**src/rtl/jt12_mmr_writer.sv**
```systemverilog
// jt12_mmr_writer
// Bus-master for the JT12 register port. Host requests (bank, register,
// value) are queued in a small FIFO and replayed to the chip as the
// two-phase toggle protocol: an address access followed by a data access.
// Each access is a level change on `write`. After every toggle the writer
// waits MIN_GAP cycles, then for `busy` low, before issuing the next access.
// When SKIP_ADDR is set, the address phase is dropped if the chip already
// holds the requested bank/register from the previous address write.
//
// Ports
//   clk        system clock, rising edge
//   rst_n      synchronous reset, active-low
//   req_valid  request offered by the host
//   req_ready  FIFO can accept (registered, equals !full)
//   req_bank   0 = ch1-3/global, 1 = ch4-6
//   req_reg    register number
//   req_data   value to write
//   write      access strobe, one toggle per access
//   addr       {bank, phase}: phase 0 = address, 1 = data
//   din        register number (address phase) or value (data phase)
//   busy       chip busy
//   level      FIFO occupancy
//   idle       FSM idle and FIFO empty
module jt12_mmr_writer #(
   parameter int DEPTH     = 4,
   parameter int MIN_GAP   = 2,
   parameter int SKIP_ADDR = 1
) (
   input  logic                     clk,
   input  logic                     rst_n,
   input  logic                     req_valid,
   output logic                     req_ready,
   input  logic                     req_bank,
   input  logic [7:0]               req_reg,
   input  logic [7:0]               req_data,
   output logic                     write,
   output logic [1:0]               addr,
   output logic [7:0]               din,
   input  logic                     busy,
   output logic [$clog2(DEPTH):0]   level,
   output logic                     idle
);

   localparam int AW = $clog2(DEPTH);
   localparam int GW = (MIN_GAP < 2) ? 1 : $clog2(MIN_GAP + 1);
   localparam logic [AW:0]   FULL_CNT = (AW + 1)'(DEPTH);
   localparam logic [GW-1:0] GAP_LD   = GW'(MIN_GAP);

   typedef enum logic [1:0] {S_IDLE, S_WAIT_A, S_WAIT_D} state_t;

   // Request FIFO: entry = {bank, reg, data}
   logic [16:0]   mem_q [DEPTH];
   logic [AW-1:0] wr_ptr_q, rd_ptr_q;
   logic [AW:0]   cnt_q, cnt_d;
   logic          ready_q;
   logic          push, pop;

   // Writer state
   state_t        state_q, state_d;
   logic [GW-1:0] gap_q, gap_d;
   logic          write_q, write_d;
   logic [1:0]    addr_q, addr_d;
   logic [7:0]    din_q, din_d;
   logic [8:0]    cache_q, cache_d;
   logic          cvld_q, cvld_d;

   logic          empty, hit, decide, issue_data;
   logic [16:0]   head;

   assign push  = req_valid && ready_q;
   assign empty = (cnt_q == '0);
   // Head is read straight from the array so a request costs no extra cycle.
   assign head  = mem_q[rd_ptr_q];
   assign hit   = (SKIP_ADDR != 0) && cvld_q && (cache_q == head[16:8]);
   assign cnt_d = cnt_q + (AW + 1)'(push) - (AW + 1)'(pop);

   always_comb begin
      state_d    = state_q;
      gap_d      = gap_q;
      write_d    = write_q;
      addr_d     = addr_q;
      din_d      = din_q;
      cache_d    = cache_q;
      cvld_d     = cvld_q;
      pop        = 1'b0;
      decide     = 1'b0;
      issue_data = 1'b0;

      case (state_q)
         S_IDLE: begin
            if (!empty && !busy) decide = 1'b1;
         end
         S_WAIT_A: begin
            if (gap_q != '0)  gap_d = gap_q - GW'(1);
            else if (!busy)   issue_data = 1'b1;
         end
         S_WAIT_D: begin
            if (gap_q != '0) begin
               gap_d = gap_q - GW'(1);
            end else if (!busy) begin
               // Chain straight into the next request without an idle cycle.
               if (!empty) decide  = 1'b1;
               else        state_d = S_IDLE;
            end
         end
         default: state_d = S_IDLE;
      endcase

      if (decide) begin
         if (hit) begin
            issue_data = 1'b1;
         end else begin
            write_d = ~write_q;
            addr_d  = {head[16], 1'b0};
            din_d   = head[15:8];
            cache_d = head[16:8];
            cvld_d  = 1'b1;
            gap_d   = GAP_LD;
            state_d = S_WAIT_A;
         end
      end

      if (issue_data) begin
         write_d = ~write_q;
         addr_d  = {head[16], 1'b1};
         din_d   = head[7:0];
         gap_d   = GAP_LD;
         pop     = 1'b1;
         state_d = S_WAIT_D;
      end
   end

   always_ff @(posedge clk) begin
      if (push) mem_q[wr_ptr_q] <= {req_bank, req_reg, req_data};
   end

   always_ff @(posedge clk) begin
      if (!rst_n) begin
         wr_ptr_q <= '0;
         rd_ptr_q <= '0;
         cnt_q    <= '0;
         ready_q  <= 1'b1;
         state_q  <= S_IDLE;
         gap_q    <= '0;
         write_q  <= 1'b0;
         addr_q   <= '0;
         din_q    <= '0;
         cache_q  <= '0;
         cvld_q   <= 1'b0;
      end else begin
         if (push) wr_ptr_q <= wr_ptr_q + AW'(1);
         if (pop)  rd_ptr_q <= rd_ptr_q + AW'(1);
         cnt_q    <= cnt_d;
         // Ready reflects the occupancy after this edge, so it is a plain flop.
         ready_q  <= (cnt_d != FULL_CNT);
         state_q  <= state_d;
         gap_q    <= gap_d;
         write_q  <= write_d;
         addr_q   <= addr_d;
         din_q    <= din_d;
         cache_q  <= cache_d;
         cvld_q   <= cvld_d;
      end
   end

   assign req_ready = ready_q;
   assign write     = write_q;
   assign addr      = addr_q;
   assign din       = din_q;
   assign level     = cnt_q;
   assign idle      = (state_q == S_IDLE) && empty;

endmodule

```
**config.mk**
```make
export PLATFORM = sky130hd
export DESIGN_NAME = jt12_mmr_writer
export DESIGN_NICKNAME = d
export VERILOG_FILES = /design/src/rtl/jt12_mmr_writer.sv
export SDC_FILE = /design/constraint.sdc
export NUM_CORES = 1
export LEC_CHECK = 0
export BUFFER_PORTS_ARGS = -buffer_cell sky130_fd_sc_hd__buf_4
export CORE_MARGIN = 10
export CORE_UTILIZATION = 48
export DETAILED_ROUTE_END_ITERATION = 10
export MAX_ROUTING_LAYER = met4
export PLACE_DENSITY = 0.66
export SYNTH_ARGS = -nofsm -noshare
export SYNTH_HDL_FRONTEND = slang
export SYNTH_SLANG_ARGS = --single-unit
```
**constraint.sdc**
```tcl
create_clock -name clk -period 4.35 [get_ports clk]
set_input_delay 0.2175 -clock clk [delete_from_list [all_inputs] [get_ports clk]]
set_output_delay 0.2175 -clock clk [all_outputs]
set_load 0.05 [all_outputs]
```
==> results.md, run 1 <==
- CP cell instances: mux4_2, mux2i_1, nand3_1, nor3_4, a21o_1, ha_1, inv_1, ha_1, fa_1, xor2_1, xnor2_1, and2_1, nand2_1
- Clock group share of total power: 0.192
- Main flop type after synthesis: edfxtp_1
- Register area share after synthesis: 0.642
- Worst Path Required: ~4.6 ns
- Layout Utilization: 0.557
- Boundary Pins: 37
- Clk pin slew, worst setup/hold paths: approximately 0.11 ns
- Chip height: about 110 microns
- Syn nets: roughly 320
- Routed Antenna Nets: 0
- Port Buffers: 36
- Vias: between 2000 and 2500
- First-pass GRT wire length: roughly 13 mm
- Status: finished, final reports clean
- Area delta synth->final: 13.2%
- Final Hold Fails: 0
- Slowest-stage cell, CP: dfxtp_1
- Tightest Pin Transition: 1.01 ns
- Crit path max fanout: 11
- # Max-Cap Violations: 0
- Total CTS buffers: 9
- Slew Viols, Final: 0
- Rows: 34
- Gr ovfl total: 0
- Critical Path AT: between 3 and 4 ns
- RSZ-0062 raised after global routing: false
- Achievable Freq: between 0.2 and 0.3 GHz
- Detailed placement HPWL: 5.33 mm
- Total power per unit cell area: between 600 and 700 nW/um^2
- Syn Std Cell Area: about 4300 sq um
- TNS Setup: 0 ns
- Worst Clk Skew: 0.0170 ns
- Clock Tree Buf Depth: 2
- Worst Setup End Kind: flop
- Avg WL per Cell: 18.3 microns
- DRC viols: 0
- Share of the synthesized area in the top cell type: 0.478
- Tcrit/Tclk final: 0.825
- Post-cts resize count: 0
- Yosys warns: 0
- Vias in the first global route: 2602
- Worst-Skew Late Latency: ~0.37 ns
- Layout cell share with drive strength beyond 1: 0.242
- CP Launch Type: flop
- Delay-heaviest family, CP: multiplexers
- Top cells by area, synth: edfxtp_1 (48%), dfxtp_1 (16%), mux4_2 (9.0%)
- Logic pwr share: 0.362
- Nets: ~360
- Avg Inst Size Synth: 14.9 sq um
- Seq pwr share: 0.446
- Cell-internal power: ~1.9 mW
- Sw Share: 0.384
- CP most frequent cell: ha_1
- Clock Sinks: between 100 and 150
- Tot GR Track Use: 0.135
- Hold Crit Start: req_data[0]
- Async SR Flop Fraction: 0
- Cell taking the most area after synthesis: edfxtp_1
- WS Path Type: reg -> reg
- Leakage: roughly 1.7 nW
- P_sw: 1.19 mW
- Rel. slew slack: 0.328
- Setup Viol. Count Final: 0
- Unique cell type count in the Yosys netlist: between 40 and 50
- CP peak stage delay: 0.78 ns
- Die ar.: around 13000 sq um
- Minimum clock period: between 3 and 4 ns
- Pre-antenna DRT Iters: 4
- Final WL: 8.00 mm
- Initial Utilization: 0.492
- Vias per cell: around 5.5
- Seq cells post-synth: 103
- Worst Hold Class: in -> reg
- Post-CTS setup buffers: 0
- Ant diodes: 0
- CTS tree: built
- Hold-fix buffers, CTS: 0
- CORE AREA: between 8000 and 9000 sq um
- Syn Inst Count: 287
- Root Buffer: clkbuf_8
- Gpl congestion: 0.772
- Initial antenna violation count: 0
- VDD IR max: approximately 0.00034 V
- Largest net degree at the start of global routing: 42
- Crit path buf inv count: 1
- Post-synth EDFFs: 68
- Initial DRC Count: ~140
- H-tree depth: 3
- Die W: ~110 microns
-- worst register-to-register path, stage by stage (launching register included) --
cell and delay, ns:
dfxtp_1 0.78, mux4_2 0.65, mux2i_1 0.22, nand3_1 0.15
nor3_4 0.23, a21o_1 0.22, ha_1 0.14, inv_1 0.04
ha_1 0.18, fa_1 0.38, xor2_1 0.18, xnor2_1 0.13
and2_1 0.15, nand2_1 0.05
-- routing by layer --
layer / wire length [microns] / share of wire / GRT usage / vias to the layer above
li1: - / - / - / 1160
met1: 3520 / 0.44 / 0.162 / 1171
met2: 3910 / 0.49 / 0.215 / 76
met3: 492 / 0.062 / 0.0341 / 8
met4: 76 / 0.0095 / 0.0510 / 0
met5: 0 / 0 / - / -
-- final timing paths --
path                            cells past startpoint  slack [ns]     endpoint
worst min register to register                      2        0.48   cache_q[6]
worst min-delay path                                1        0.03  mem_q[1][0]
worst max register to register                     13        0.76    req_ready
worst max-delay path                               13        0.76    req_ready
-- registers in the layout, indices dropped and copies added, names as in the netlist, named ones only --
name       count
req_ready      1
wr_ptr_q       2
state_q        2
din            8
gap_q          2
write          1
level          3
cvld_q         1
rd_ptr_q       2
addr           2
mem_q         68
cache_q        9
-- cell usage after synthesis (all sizes together), types with 2 or more instances --
library cell,instances
o221ai,8
dfxtp,35
o21a,4
and2,6
nand2b,5
clkbuf,8
inv,10
nand2,25
nor2b,3
nand3,2
a21oi,3
mux4,17
edfxtp,68
nor4,8
a211oi,8
xnor2,10
nor2,15
and3,4
nor3,2
ha,10
xor2,3
o21ai,3
buf,6
mux2i,11
-- per-stage QoR --
step | instances | hold slack, ns | area, sq um | power (mW) | setup WS [ns]
after floorplan | 287 | 0.316 | 4270 | 2.21 | 1.05
after global placement | 422 | 0.419 | 4620 | 2.50 | 0.820
after detailed placement | 422 | 0.420 | 4620 | 2.53 | 0.723
after CTS | 438 | 0.0137 | 4830 | 3.12 | 0.685
after global routing | 438 | 0.00825 | 4830 | 3.26 | 0.455
final | 438 | 0.0339 | 4830 | 3.08 | 0.761
-- power groups by stage --
stage / clock network (mW) / logic, mW / registers, mW
after floorplan: 0 / 0.636 / 1.57
after global placement: 0 / 1.11 / 1.40
after detailed placement: 0 / 1.13 / 1.40
after CTS: 0.607 / 1.13 / 1.38
after global routing: 0.645 / 1.22 / 1.40
final: 0.592 / 1.12 / 1.38
-- cells by family (layout without fill, tap and decap cells) --
group	count (synthesis)	in the layout	share of synthesized area
AO/OA/AOI/OAI	33	33	0.0607
XOR/XNOR	13	13	0.0267
adder cells (fa/ha/maj)	11	11	0.0340
buffers and inverters	24	67	0.0293
flip-flops	103	103	0.642
multiplexers	28	28	0.115
AND/OR/NAND/NOR	75	75	0.0914
-- layout by cell type (no fill, tap or decap), types with 10 or more instances in the layout --
master	instances
nor2_1	14
mux4_2	17
nand2_1	25
ha_1	10
mux2i_1	11
inv_1	10
edfxtp_1	68
dfxtp_1	35
xnor2_1	10
buf_4	41
-- area by class of cell --
type / instances / area, sq um
clock buffers: 9 / 124
clock inverters: 7 / 83.8
fillers: 710 / 3850
inverters: 10 / 37.5
multi-input cells: 160 / 1400
flip-flops and latches: 103 / 2740
well taps: 108 / 135
repair buffers: 41 / 308
Note: power is estimated with default switching activity, not from simulation.
==> inputs of run 2 (changes only) <==
- ABC_AREA: unset -> 1
- PLACE_DENSITY: 0.66 -> 0.69
- clock period: 4.35 -> 3.3 ns (I/O delays scaled with it)
==> run 2 against run 1 <==
Setup slack lost 0.48 ns. Sequential power rose by 27%. Total power is 38% higher. Critical path depth grew 6. Count of clock-buffer cells in the layout stayed put. Critical path type unchanged. Highest routed layer unchanged.
==> results.md, run 2 <==
- Achievable Freq: 0.331 GHz (was 0.279 GHz)
- Non-filler cells, final: 594 (was 438)
- Place WS: 0.258 ns (was 0.723 ns)
- Reg with most FFs: mem_q (unchanged)
- Worst Path Required: 3.57 ns (was 4.62 ns)
- Layout cell share with drive strength beyond 1: 0.184 (was 0.242)
- H-tree depth: 3 (unchanged)
- DRC viols: 0 (unchanged)
- WS Path Type: reg -> reg (unchanged)
- R2R Setup Slk: 0.28 ns (was 0.76 ns)
- Cell taking the most area after synthesis: edfxtp_1 (unchanged)
- Total CTS buffers: 9 (unchanged)
- Seq pwr share: 0.411 (was 0.446)
- P_sw: 1.77 mW (was 1.19 mW)
- Worst Clk Skew: 0.00644 ns (was 0.0170 ns)
- Power, Total: 4.27 mW (was 3.08 mW)
- Setup Viol. Count Final: 0 (unchanged)
- Gpl congestion: 0.828 (was 0.772)
- # Max-Cap Violations: 0 (unchanged)
- Die ar.: 13500 sq um (was 13100 sq um)
- WHS Path Cells: 3 (was 1)
- Final WL: 8.73 mm (was 8.00 mm)
- Avg WL per Cell: 14.7 microns (was 18.3 microns)
- Ant diodes: 0 (unchanged)
- Vias per cell: 5.07 (was 5.51)
- Async SR Flop Fraction: 0 (unchanged)
- Xor and xnor fraction of the mapped netlist area: 0.0115 (was 0.0267)
- Seq cells post-synth: 103 (unchanged)
- Post-Synth Simple-Gate Area: 0.200 (was 0.0914)
- Most frequent cells in the layout: nand2_1 (95), edfxtp_1 (68), buf_4 (44), nor2_1 (36) (was edfxtp_1 (68), buf_4 (41), dfxtp_1 (35), nand2_1 (25), mux4_2 (17))
- Slowest-stage cell, CP: dfxtp_1 (unchanged)
- Commonest non-fill, non-tap cell in the layout: nand2_1 (was edfxtp_1)
- Cell-internal power: 2.50 mW (was 1.90 mW)
- VDD IR max: 0.000340 V (was 0.000336 V)
- Rel. slew slack: 0.712 (was 0.328)
- Largest net degree at the start of global routing: 35 (was 42)
- CORE AREA: 9150 sq um (was 8680 sq um)
- Critical Path AT: 3.29 ns (was 3.86 ns)
- Rows: 35 (was 34)
- Worst Hold Class: in -> reg (unchanged)
- Worst setup margin: 0.282 ns (was 0.761 ns)
- CP cell instances: inv_4, nand2_1, nand3_1, nand2_1, or2_0, nand3_1, nor2_4, nand2_4, nand3_4, nand2_8, clkinv_4, ha_1, inv_1, ha_1, fa_1, nand2_1, nand2_1, nor2_1, nand2_1 (was mux4_2, mux2i_1, nand3_1, nor3_4, a21o_1, ha_1, inv_1, ha_1, fa_1, xor2_1, xnor2_1, and2_1, nand2_1)
- Max reg flops: 68 (unchanged)
- Leakage: 2.12 nW (was 1.72 nW)
- RSZ-0062 raised after global routing: false (unchanged)
- Share of the synthesized area in the top cell type: 0.459 (was 0.478)
- Register area share after synthesis: 0.616 (was 0.642)
- Area delta synth->final: 15.6% (was 13.2%)
- Top-count cell post-synth: nand2_1 (was edfxtp_1)
- Initial DRC Count: 148 (was 144)
- Worst Setup End Kind: flop (unchanged)
- Vias: 3014 (was 2415)
- Clock group share of total power: 0.177 (was 0.192)
- Fill count: 790 (was 710)
- Multiplexer share of the synthesized area: 0 (was 0.115)
- Clk pin slew, worst setup/hold paths: 0.10 ns (was 0.11 ns)
- Detailed placement HPWL: 5.84 mm (was 5.33 mm)
- Post-cts resize count: 0 (unchanged)
- Syn Std Cell Area: 4450 sq um (was 4270 sq um)
- Worst R2R Path Depth: 19 (was 13)
- Tightest Pin Transition: 0.432 ns (was 1.01 ns)
- Post-Synth Adder-Cell Area: 0.0326 (was 0.0340)
- CP most frequent cell: nand2_1 (was ha_1)
- Tot GR Track Use: 0.142 (was 0.135)
- Final Hold Fails: 0 (unchanged)
- Clock Sinks: 103 (unchanged)
- First-pass GRT wire length: 14.7 mm (was 13.3 mm)
- Boundary Pins: 37 (unchanged)
- Initial Utilization: 0.486 (was 0.492)
- Synth cell count leaders: nand2_1 (95), edfxtp_1 (68), nor2_1 (36), dfxtp_1 (35), inv_1 (35) (was edfxtp_1 (68), dfxtp_1 (35), nand2_1 (25), mux4_2 (17), nor2_1 (14))
- Placed insts: 561 (was 422)
- Tcrit/Tclk final: 0.915 (was 0.825)
- Minimum clock period: 3.02 ns (was 3.59 ns)
- Syn Inst Count: 422 (was 287)
- Die W: 116 microns (was 114 microns)
- Chip height: 116 microns (was 114 microns)
- Initial antenna violation count: 0 (unchanged)
- Sw Share: 0.414 (was 0.384)
- Unique cell type count in the Yosys netlist: 41 (was 43)
- Main combinational cell family by area after synthesis: simple AND/OR/NAND/NOR gates (was multiplexers)
- TNS Setup: 0 ns (unchanged)
- Syn nets: 454 (was 319)
- Main flop type after synthesis: edfxtp_1 (unchanged)
- Total power per unit cell area: 829 nW/um^2 (was 638 nW/um^2)
- Crit path max fanout: 34 (was 11)
- Root Buffer: clkbuf_8 (unchanged)
- Yosys warns: 0 (unchanged)
- Vias in the first global route: 2917 (was 2602)
- Slew Viols, Final: 0 (unchanged)
- Logic pwr share: 0.411 (was 0.362)
- Clock Tree Buf Depth: 2 (unchanged)
- Post-synth EDFFs: 68 (unchanged)
- Hold Path Sink: level[0] (was mem_q[1][0])
- Routed Antenna Nets: 0 (unchanged)
- Area fraction in compound gates after synthesis: 0.0748 (was 0.0607)
- CP Launch Type: flop (unchanged)
- CP peak stage delay: 0.38 ns (was 0.78 ns)
- RR Endpoint: req_ready (unchanged)
- Worst-Skew Late Latency: 0.37 ns (about the same)
- Status: finished, final reports clean (unchanged)
- Nets: 510 (was 357)
- Pre-antenna DRT Iters: 4 (unchanged)
- Avg Inst Size Synth: 10.5 sq um (was 14.9 sq um)
- Gr ovfl total: 0 (unchanged)
- CTS tree: built (unchanged)
- Hold Crit Start: rst_n (was req_data[0])
- Top cells by area, synth: edfxtp_1 (46%), dfxtp_1 (16%), nand2_1 (8.0%) (was edfxtp_1 (48%), dfxtp_1 (16%), mux4_2 (9.0%))
- Port Buffers: 36 (unchanged)
[run 2: cell types whose count changed in the layout (fill, tap and decap cells not counted), sizes merged, moves of 19 or more]
cell,before,now
a21oi,3,22
nand3,2,25
nand2,25,105
o21ai,3,26
inv,13,42
nor2,15,44
[run 2: timing repair]
item | in CTS | in global routing
endpoints found under the hold margin | 68 | 0
hold buffers | 17 | 0
setup buffers | 0 | 0
[run 2: cell families after synthesis]
kind of cell | Yosys count
flip-flops | 103
buffers and inverters | 56
XOR/XNOR | 5
AO/OA/AOI/OAI | 59
AND/OR/NAND/NOR | 188
adder cells (fa/ha/maj) | 11
[run 2: area by class of cell]
type / count / area (sq um) / area share
inverter: 40 / 160 / 0.0311
clock buffer: 9 / 124 / 0.0241
multi-input combinational: 263 / 1420 / 0.275
sequential: 103 / 2740 / 0.533
tap: 111 / 139 / 0.0270
clock inverter: 7 / 62.6 / 0.0122
timing repair buffer: 61 / 500 / 0.0973
[run 2: stage by stage]
step           hold slack [ns]  cell area (sq um)  utilization
2_1_floorplan            0.264               4450            -
3_3_place_gp             0.367               4790        0.523
3_5_place_dp             0.368               4790        0.523
4_1_cts                  0.127               5150        0.562
5_1_grt                  0.149               5150        0.562
6_report                 0.140               5150        0.562
[run 2: how the worst max path moves through the flow]
stage | from | endpoint | slack (ns)
global route | flop | req_ready | 0.004
CTS | flop | req_ready | 0.25
detailed placement | flop | req_ready | 0.26
finish | flop | req_ready | 0.28
global placement | flop | req_ready | 0.39
floorplan | level[2] | req_ready | 0.43
[run 2: worst max-delay path, delay by kind of cell (launching register included)]
family                     cells  cell delay, ns
adders and majority gates      3            0.82
buffers and inverters          3            0.38
DFF                            1            0.38
and+or+nand+nor               13            1.33
[run 2: per-layer routing]
layer	global-route usage	routed length, microns	vias to the layer above
met3	0.0272	398	14
met4	0.0575	154	0
li1	-	-	1526
met2	0.218	4040	59
met1	0.182	4140	1415
met5	-	0	-
[run 2: power groups by stage]
stage / Sequential, mW / Combinational (mW) / Clock, mW
after detailed placement: 1.78 / 1.75 / 0
after global routing: 1.78 / 1.98 / 0.836
final: 1.75 / 1.76 / 0.757
after CTS: 1.75 / 1.78 / 0.777
after global placement: 1.78 / 1.72 / 0
after floorplan: 1.94 / 1.21 / 0
